<file path="src/rtl/serial_adder_ctrl_pkg.sv">
// Shared ALU definitions: controller state encodings, operation codes and
// the counter-width helper used by the serial arithmetic blocks.
package serial_adder_ctrl_pkg;

  typedef enum logic [1:0] {
    IDLE = 2'd0,
    RUN  = 2'd1,
    DONE = 2'd2
  } state_e;

  typedef enum logic {
    OP_ADD = 1'b0,
    OP_SUB = 1'b1
  } op_e;

  // One extra bit so the counter can hold WIDTH itself without wrapping.
  function automatic int cnt_width(input int width);
    return $clog2(width) + 1;
  endfunction

endpackage

</file>
<file path="src/rtl/serial_adder_ctrl_if.sv">
// Request/result bundle of the serial adder: the master issues operations,
// the slave (the adder) returns status and the registered result.
interface serial_adder_ctrl_if #(
  parameter int WIDTH = 8
);

  logic             start;
  logic             op;
  logic [WIDTH-1:0] A;
  logic [WIDTH-1:0] B;
  logic             ready;
  logic             busy;
  logic             done;
  logic [WIDTH-1:0] Result;
  logic             Carry;
  logic             Overflow;
  logic             Zero;

  modport master (
    output start, op, A, B,
    input  ready, busy, done, Result, Carry, Overflow, Zero
  );

  modport slave (
    input  start, op, A, B,
    output ready, busy, done, Result, Carry, Overflow, Zero
  );

endinterface

</file>
<file path="src/rtl/serial_adder_ctrl_full_adder.sv">
// One-bit full adder built from two half adders; this cell is the only
// arithmetic in the serial adder.
module Half_adder (
  input  logic a,
  input  logic b,
  output logic sum,
  output logic carry
);

  assign sum   = a ^ b;
  assign carry = a & b;

endmodule

module Full_adder (
  input  logic a,
  input  logic b,
  input  logic cin,
  output logic sum,
  output logic cout
);

  logic ha0_sum;
  logic ha0_carry;
  logic ha1_carry;

  Half_adder u_ha0 (
    .a     (a),
    .b     (b),
    .sum   (ha0_sum),
    .carry (ha0_carry)
  );

  Half_adder u_ha1 (
    .a     (ha0_sum),
    .b     (cin),
    .sum   (sum),
    .carry (ha1_carry)
  );

  assign cout = ha0_carry | ha1_carry;

endmodule

</file>
<file path="src/rtl/serial_adder_ctrl.sv">
// Bit-serial add/subtract controller: one operand bit per cycle, LSB first,
// through a single shared full adder; results are published only on DONE.
module serial_adder_ctrl
  import serial_adder_ctrl_pkg::*;
#(
  parameter int WIDTH = 8
) (
  input logic                clk,
  input logic                rst,
  serial_adder_ctrl_if.slave bus
);

  localparam int            CW       = cnt_width(WIDTH);
  localparam logic [CW-1:0] LAST_BIT = CW'(WIDTH - 1);

  state_e           state_q,    state_d;
  logic [CW-1:0]    cnt_q,      cnt_d;
  logic [WIDTH-1:0] a_sr_q,     a_sr_d;
  logic [WIDTH-1:0] b_sr_q,     b_sr_d;
  logic [WIDTH-2:0] res_sr_q,   res_sr_d;
  logic             carry_q,    carry_d;
  logic             ready_q,    ready_d;
  logic             busy_q,     busy_d;
  logic             done_q,     done_d;
  logic [WIDTH-1:0] result_q,   result_d;
  logic             carry_o_q,  carry_o_d;
  logic             overflow_q, overflow_d;
  logic             zero_q,     zero_d;

  logic             fa_sum;
  logic             fa_cout;
  logic [WIDTH-1:0] full_result;

  Full_adder u_fa (
    .a    (a_sr_q[0]),
    .b    (b_sr_q[0]),
    .cin  (carry_q),
    .sum  (fa_sum),
    .cout (fa_cout)
  );

  // Completed word as it stands on the final bit cycle.
  assign full_result = {fa_sum, res_sr_q};

  always_comb begin
    state_d    = state_q;
    cnt_d      = cnt_q;
    a_sr_d     = a_sr_q;
    b_sr_d     = b_sr_q;
    res_sr_d   = res_sr_q;
    carry_d    = carry_q;
    ready_d    = ready_q;
    busy_d     = busy_q;
    done_d     = 1'b0;
    result_d   = result_q;
    carry_o_d  = carry_o_q;
    overflow_d = overflow_q;
    zero_d     = zero_q;

    case (state_q)
      IDLE: begin
        if (bus.start) begin
          // Subtract is A + ~B + 1: the +1 enters as the initial carry.
          state_d  = RUN;
          cnt_d    = '0;
          a_sr_d   = bus.A;
          b_sr_d   = (bus.op == OP_SUB) ? ~bus.B : bus.B;
          carry_d  = bus.op;
          res_sr_d = '0;
          ready_d  = 1'b0;
          busy_d   = 1'b1;
        end
      end

      RUN: begin
        a_sr_d   = a_sr_q >> 1;
        b_sr_d   = b_sr_q >> 1;
        res_sr_d = full_result[WIDTH-1:1];
        carry_d  = fa_cout;
        cnt_d    = cnt_q + 1'b1;
        if (cnt_q == LAST_BIT) begin
          // carry_q is the carry into the MSB on this last bit cycle.
          state_d    = DONE;
          done_d     = 1'b1;
          result_d   = full_result;
          carry_o_d  = fa_cout;
          overflow_d = carry_q ^ fa_cout;
          zero_d     = (full_result == '0);
        end
      end

      DONE: begin
        state_d = IDLE;
        ready_d = 1'b1;
        busy_d  = 1'b0;
      end

      default: begin
        state_d = IDLE;
        ready_d = 1'b1;
        busy_d  = 1'b0;
      end
    endcase
  end

  always_ff @(posedge clk) begin
    if (rst) begin
      state_q    <= IDLE;
      cnt_q      <= '0;
      a_sr_q     <= '0;
      b_sr_q     <= '0;
      res_sr_q   <= '0;
      carry_q    <= 1'b0;
      ready_q    <= 1'b1;
      busy_q     <= 1'b0;
      done_q     <= 1'b0;
      result_q   <= '0;
      carry_o_q  <= 1'b0;
      overflow_q <= 1'b0;
      zero_q     <= 1'b0;
    end else begin
      state_q    <= state_d;
      cnt_q      <= cnt_d;
      a_sr_q     <= a_sr_d;
      b_sr_q     <= b_sr_d;
      res_sr_q   <= res_sr_d;
      carry_q    <= carry_d;
      ready_q    <= ready_d;
      busy_q     <= busy_d;
      done_q     <= done_d;
      result_q   <= result_d;
      carry_o_q  <= carry_o_d;
      overflow_q <= overflow_d;
      zero_q     <= zero_d;
    end
  end

  assign bus.ready    = ready_q;
  assign bus.busy     = busy_q;
  assign bus.done     = done_q;
  assign bus.Result   = result_q;
  assign bus.Carry    = carry_o_q;
  assign bus.Overflow = overflow_q;
  assign bus.Zero     = zero_q;

endmodule

</file>
<file path="src/flat_wrapper.sv">
// flat-port wrapper written by rule: the top's interface ports become plain ports
module serial_adder_ctrl_flat import serial_adder_ctrl_pkg::*;
#(
  parameter int WIDTH = 8
)
  (clk, rst, bus_start, bus_op, bus_A, bus_B, bus_ready, bus_busy, bus_done, bus_Result, bus_Carry, bus_Overflow, bus_Zero);
  serial_adder_ctrl_if #(.WIDTH(WIDTH)) bus_i ();
  input logic clk;
  input logic rst;
  input wire logic [$bits(bus_i.start)-1:0] bus_start;
  input wire logic [$bits(bus_i.op)-1:0] bus_op;
  input wire logic [$bits(bus_i.A)-1:0] bus_A;
  input wire logic [$bits(bus_i.B)-1:0] bus_B;
  output wire logic [$bits(bus_i.ready)-1:0] bus_ready;
  output wire logic [$bits(bus_i.busy)-1:0] bus_busy;
  output wire logic [$bits(bus_i.done)-1:0] bus_done;
  output wire logic [$bits(bus_i.Result)-1:0] bus_Result;
  output wire logic [$bits(bus_i.Carry)-1:0] bus_Carry;
  output wire logic [$bits(bus_i.Overflow)-1:0] bus_Overflow;
  output wire logic [$bits(bus_i.Zero)-1:0] bus_Zero;
  assign bus_i.start = bus_start;
  assign bus_i.op = bus_op;
  assign bus_i.A = bus_A;
  assign bus_i.B = bus_B;
  assign bus_ready = bus_i.ready;
  assign bus_busy = bus_i.busy;
  assign bus_done = bus_i.done;
  assign bus_Result = bus_i.Result;
  assign bus_Carry = bus_i.Carry;
  assign bus_Overflow = bus_i.Overflow;
  assign bus_Zero = bus_i.Zero;
  serial_adder_ctrl #(.WIDTH(WIDTH)) u_core (.clk(clk), .rst(rst), .bus(bus_i));
endmodule
</file>
<file path="config.mk">
export PLATFORM = sky130hd
export DESIGN_NAME = serial_adder_ctrl_flat
export DESIGN_NICKNAME = d
export VERILOG_FILES = /design/src/rtl/serial_adder_ctrl_pkg.sv /design/src/rtl/serial_adder_ctrl_if.sv /design/src/rtl/serial_adder_ctrl_full_adder.sv /design/src/rtl/serial_adder_ctrl.sv /design/src/flat_wrapper.sv
export SDC_FILE = /design/constraint.sdc
export NUM_CORES = 1
export LEC_CHECK = 0
export BUFFER_PORTS_ARGS = -buffer_cell sky130_fd_sc_hd__buf_2
export CAP_MARGIN = 20
export CORE_MARGIN = 1.5
export CORE_UTILIZATION = 50
export CTS_CLUSTER_DIAMETER = 120
export DETAILED_ROUTE_END_ITERATION = 6
export HOLD_SLACK_MARGIN = 0.06
export PLACE_DENSITY_LB_ADDON = 0.05
export SYNTH_ARGS = -nofsm -noshare
export SYNTH_HDL_FRONTEND = slang
export SYNTH_SLANG_ARGS = --single-unit
</file>
<file path="constraint.sdc">
create_clock -name clk -period 1.2 [get_ports clk]
set_input_delay 0 -clock clk [delete_from_list [all_inputs] [get_ports clk]]
set_output_delay 0 -clock clk [all_outputs]
set_load 0.01 [all_outputs]
</file>
==> flow_summary.json <==
{
  "placed_cells": 304,
  "dieArea_um2": 4390,
  "track_usage": 0.228,
  "drtIter0Drc": 112,
  "hp-class": "primary input to register",
  "p_leak_nw": 1.01,
  "grt_pass1_wl_mm": 7.67,
  "reg2reg_depth": 4,
  "synth.avg_cell_area_um2": 8.97,
  "clk_pin_slew_ns": 0.09,
  "wl_mm": 4.42,
  "drt-wirelength-per-cell_um": 13.8,
  "period_needed_ns": 1.26,
  "hold_end": "u_core.a_sr_q[7]",
  "synth_seq_cells": 44,
  "worstPathMaxFanout": 3,
  "insertedDiodeCount": 0,
  "r2r_slack_ns": -0.06,
  "stdcell_count": 320,
  "hold_start": "bus_A[7]",
  "hold_violations": 0,
  "synthToLayoutAreaGrowth_pct": 28.6,
  "start_util": 0.534,
  "ant_nets": 0,
  "rr_endpoint": "u_core.bus.Zero",
  "cts_buffer_depth": 2,
  "startpoint_type": "register",
  "clock_latency_ns": 0.30,
  "htreeDepth": 2,
  "r2r_start": "u_core.a_sr_q[0]",
  "finish.utilization": 0.688,
  "antenna_found_initial": 0,
  "synth_common_cells": "dfxtp_1 (44), a21oi_1 (30), nor2_1 (25)",
  "grt_pass1_vias": 1711,
  "gr-max-usage-layer": "met2",
  "die_h_um": 66.3,
  "fin_crit_sh": 1.05,
  "yosysTopAreaCell": "dfxtp_1",
  "ys.warnings.count": 0,
  "skew_ns": 0.0112,
  "cp.arrival_ns": 1.50,
  "numCtsBuffers": 5,
  "design.core.area_um2": 3740,
  "worst_slack_ns": -0.0636,
  "num_vias": 1754,
  "cts_tree": "built",
  "violations": "negative setup slack",
  "cts_root_buf": "clkbuf_8",
  "netlist_area_um2": 2000,
  "cts_sinks": 44,
  "timing.slew.headroom": 0.792,
  "critPathTopFamily": "adder cells",
  "worst_ir_drop_vdd_uv": 894,
  "use_met3": 0.0630,
  "cts_setup_buffers": 0,
  "status": "finished, violations left",
  "drive_above_1_share": 0.331,
  "slowest_stage": "fa_2",
  "die_w_um": 66.3,
  "holdPathStages": 4,
  "synth_area_leaders": "dfxtp_1 (44%), a21oi_1 (7.5%), a22oi_1 (5.6%)",
  "rows": 22,
  "grt_max_degree": 36,
  "critPathKind": "register to register",
  "finalSetupTns_ns": -0.131,
  "syn-num-nets": 245,
  "synthCells": 223,
  "gr-total-overflow": 0,
  "use_met1": 0.285,
  "synth.distinct_cells": 35,
  "rsz0062_at_grt": "yes",
  "io-pin-count": 34,
  "finalPower_w": 0.00314,
  "timing.critical_path.buf_inv": 0,
  "viasPerCell": 5.48,
  "slew_violations": 0,
  "portBuffers": 33,
  "gp_congestion": 0.838,
  "max_stage_delay_ns": 0.49,
  "async_flop_share": 0,
  "synth_most_common_cell": "dfxtp_1",
  "maxCapViolCount": 0,
  "ys.flop_type": "dfxtp_1",
  "crit_chain": "fa_2 -> nor4_2 -> nand4_1 -> a21oi_1",
  "worstMarginPinSlew_ns": 0.311,
  "dp_hpwl_mm": 2.97,
  "use_met2": 0.373,
  "synth_edf_count": 0,
  "required_ns": 1.44,
  "timing.hold.ws_ns": 0.0746,
  "yosysSeqAreaShare": 0.440,
  "powerDensity_nw_per_um2": 1220,
  "max_freq_mhz": 791,
  "drc": 0,
  "synthDominantCellAreaShare": 0.440,
  "fin_nets": 293,
  "drt_pass1_iterations": 4,
  "critPathCaptureType": "register",
  "setup_viol": 3
}
kinds of logic after synthesis:
group           share of synthesized area
flops                               0.440
fa+ha+maj                          0.0163
compound gates                      0.291
xor+xnor                           0.0394
simple gates                        0.129
mux                               0.00500
buf+inv                            0.0782
report_power, final:
group	switching, W	total [W]	internal (W)
Sequential	0.0000484	0.00157	0.00152
Combinational	0.000219	0.000448	0.000229
Clock	0.000501	0.00112	0.000616
state kept, by name, indices dropped and copies added (netlist names), 2 cells and up:
register / flops
u_core.a_sr_q: 8
u_core.b_sr_q: 8
u_core.bus.Result: 8
u_core.res_sr_q: 7
u_core.cnt_q: 4
u_core.state_q: 2
cell type report:
| type | instances | area [um^2] |
|---|---|---|
| Fill cell | 311 | 1170 |
| Multi-Input combinational cell | 146 | 1010 |
| Sequential cell | 44 | 892 |
| Timing Repair Buffer | 63 | 460 |
| Clock buffer | 5 | 68.8 |
| Tap cell | 48 | 60.1 |
| Clock inverter | 3 | 42.5 |
| Inverter | 11 | 41.3 |
what timing repair did:
item	CTS	global route
pin swaps	1	3
cloned	0	1
resized for setup	10	11
hold buffers	7	0
setup endpoints to repair	34	27
endpoints found under the hold margin	7	0
cells in the final DEF (no fill, tap or decap), types with 2 or more instances in the layout:
cell type / n
dfxtp_1: 37
buf_2: 33
buf_12: 3
a22oi_1: 15
o21ai_1: 11
inv_1: 10
nand3_1: 10
nor2_1: 25
buf_6: 4
nand2_1: 3
o22ai_2: 7
xnor2_1: 9
nand3b_1: 2
a211oi_1: 3
buf_4: 16
o221a_1: 8
dlygate4sd3_1: 7
nor3_1: 2
a21oi_1: 28
a21oi_2: 2
dfxtp_2: 6
nand2b_1: 3
or3_1: 2
clkbuf_8: 5
worst reg2reg max path: stages (launching register included):
cell and delay, ns:
dfxtp_2 0.34, fa_2 0.49, nor4_2 0.14, nand4_1 0.10
a21oi_1 0.13
routing by layer:
metal,part of all wire,wire (um)
met1,0.46,2020
met2,0.48,2140
met3,0.043,190
met4,0.014,64
met5,0,0
worst max-delay path by stage:
stage | startpoint | endpoint | cells after the start
6_report | u_core.a_sr_q[0] | u_core.bus.Zero | 4
5_1_grt | u_core.carry_q | u_core.bus.Zero | 4
4_1_cts | u_core.a_sr_q[0] | u_core.bus.Zero | 4
3_5_place_dp | u_core.b_sr_q[0] | u_core.bus.Zero | 4
3_3_place_gp | u_core.a_sr_q[0] | u_core.bus.Zero | 4
2_1_floorplan | u_core.a_sr_q[0] | u_core.bus.Zero | 4
through the flow:
stage	setup WS (ns)	area, um^2
floorplan	-0.0448	2010
global route	-0.165	2570
CTS	-0.0684	2530
finish	-0.0636	2570
detailed placement	-0.112	2320
global placement	-0.0875	2320
(Power assumes the default switching activity.)
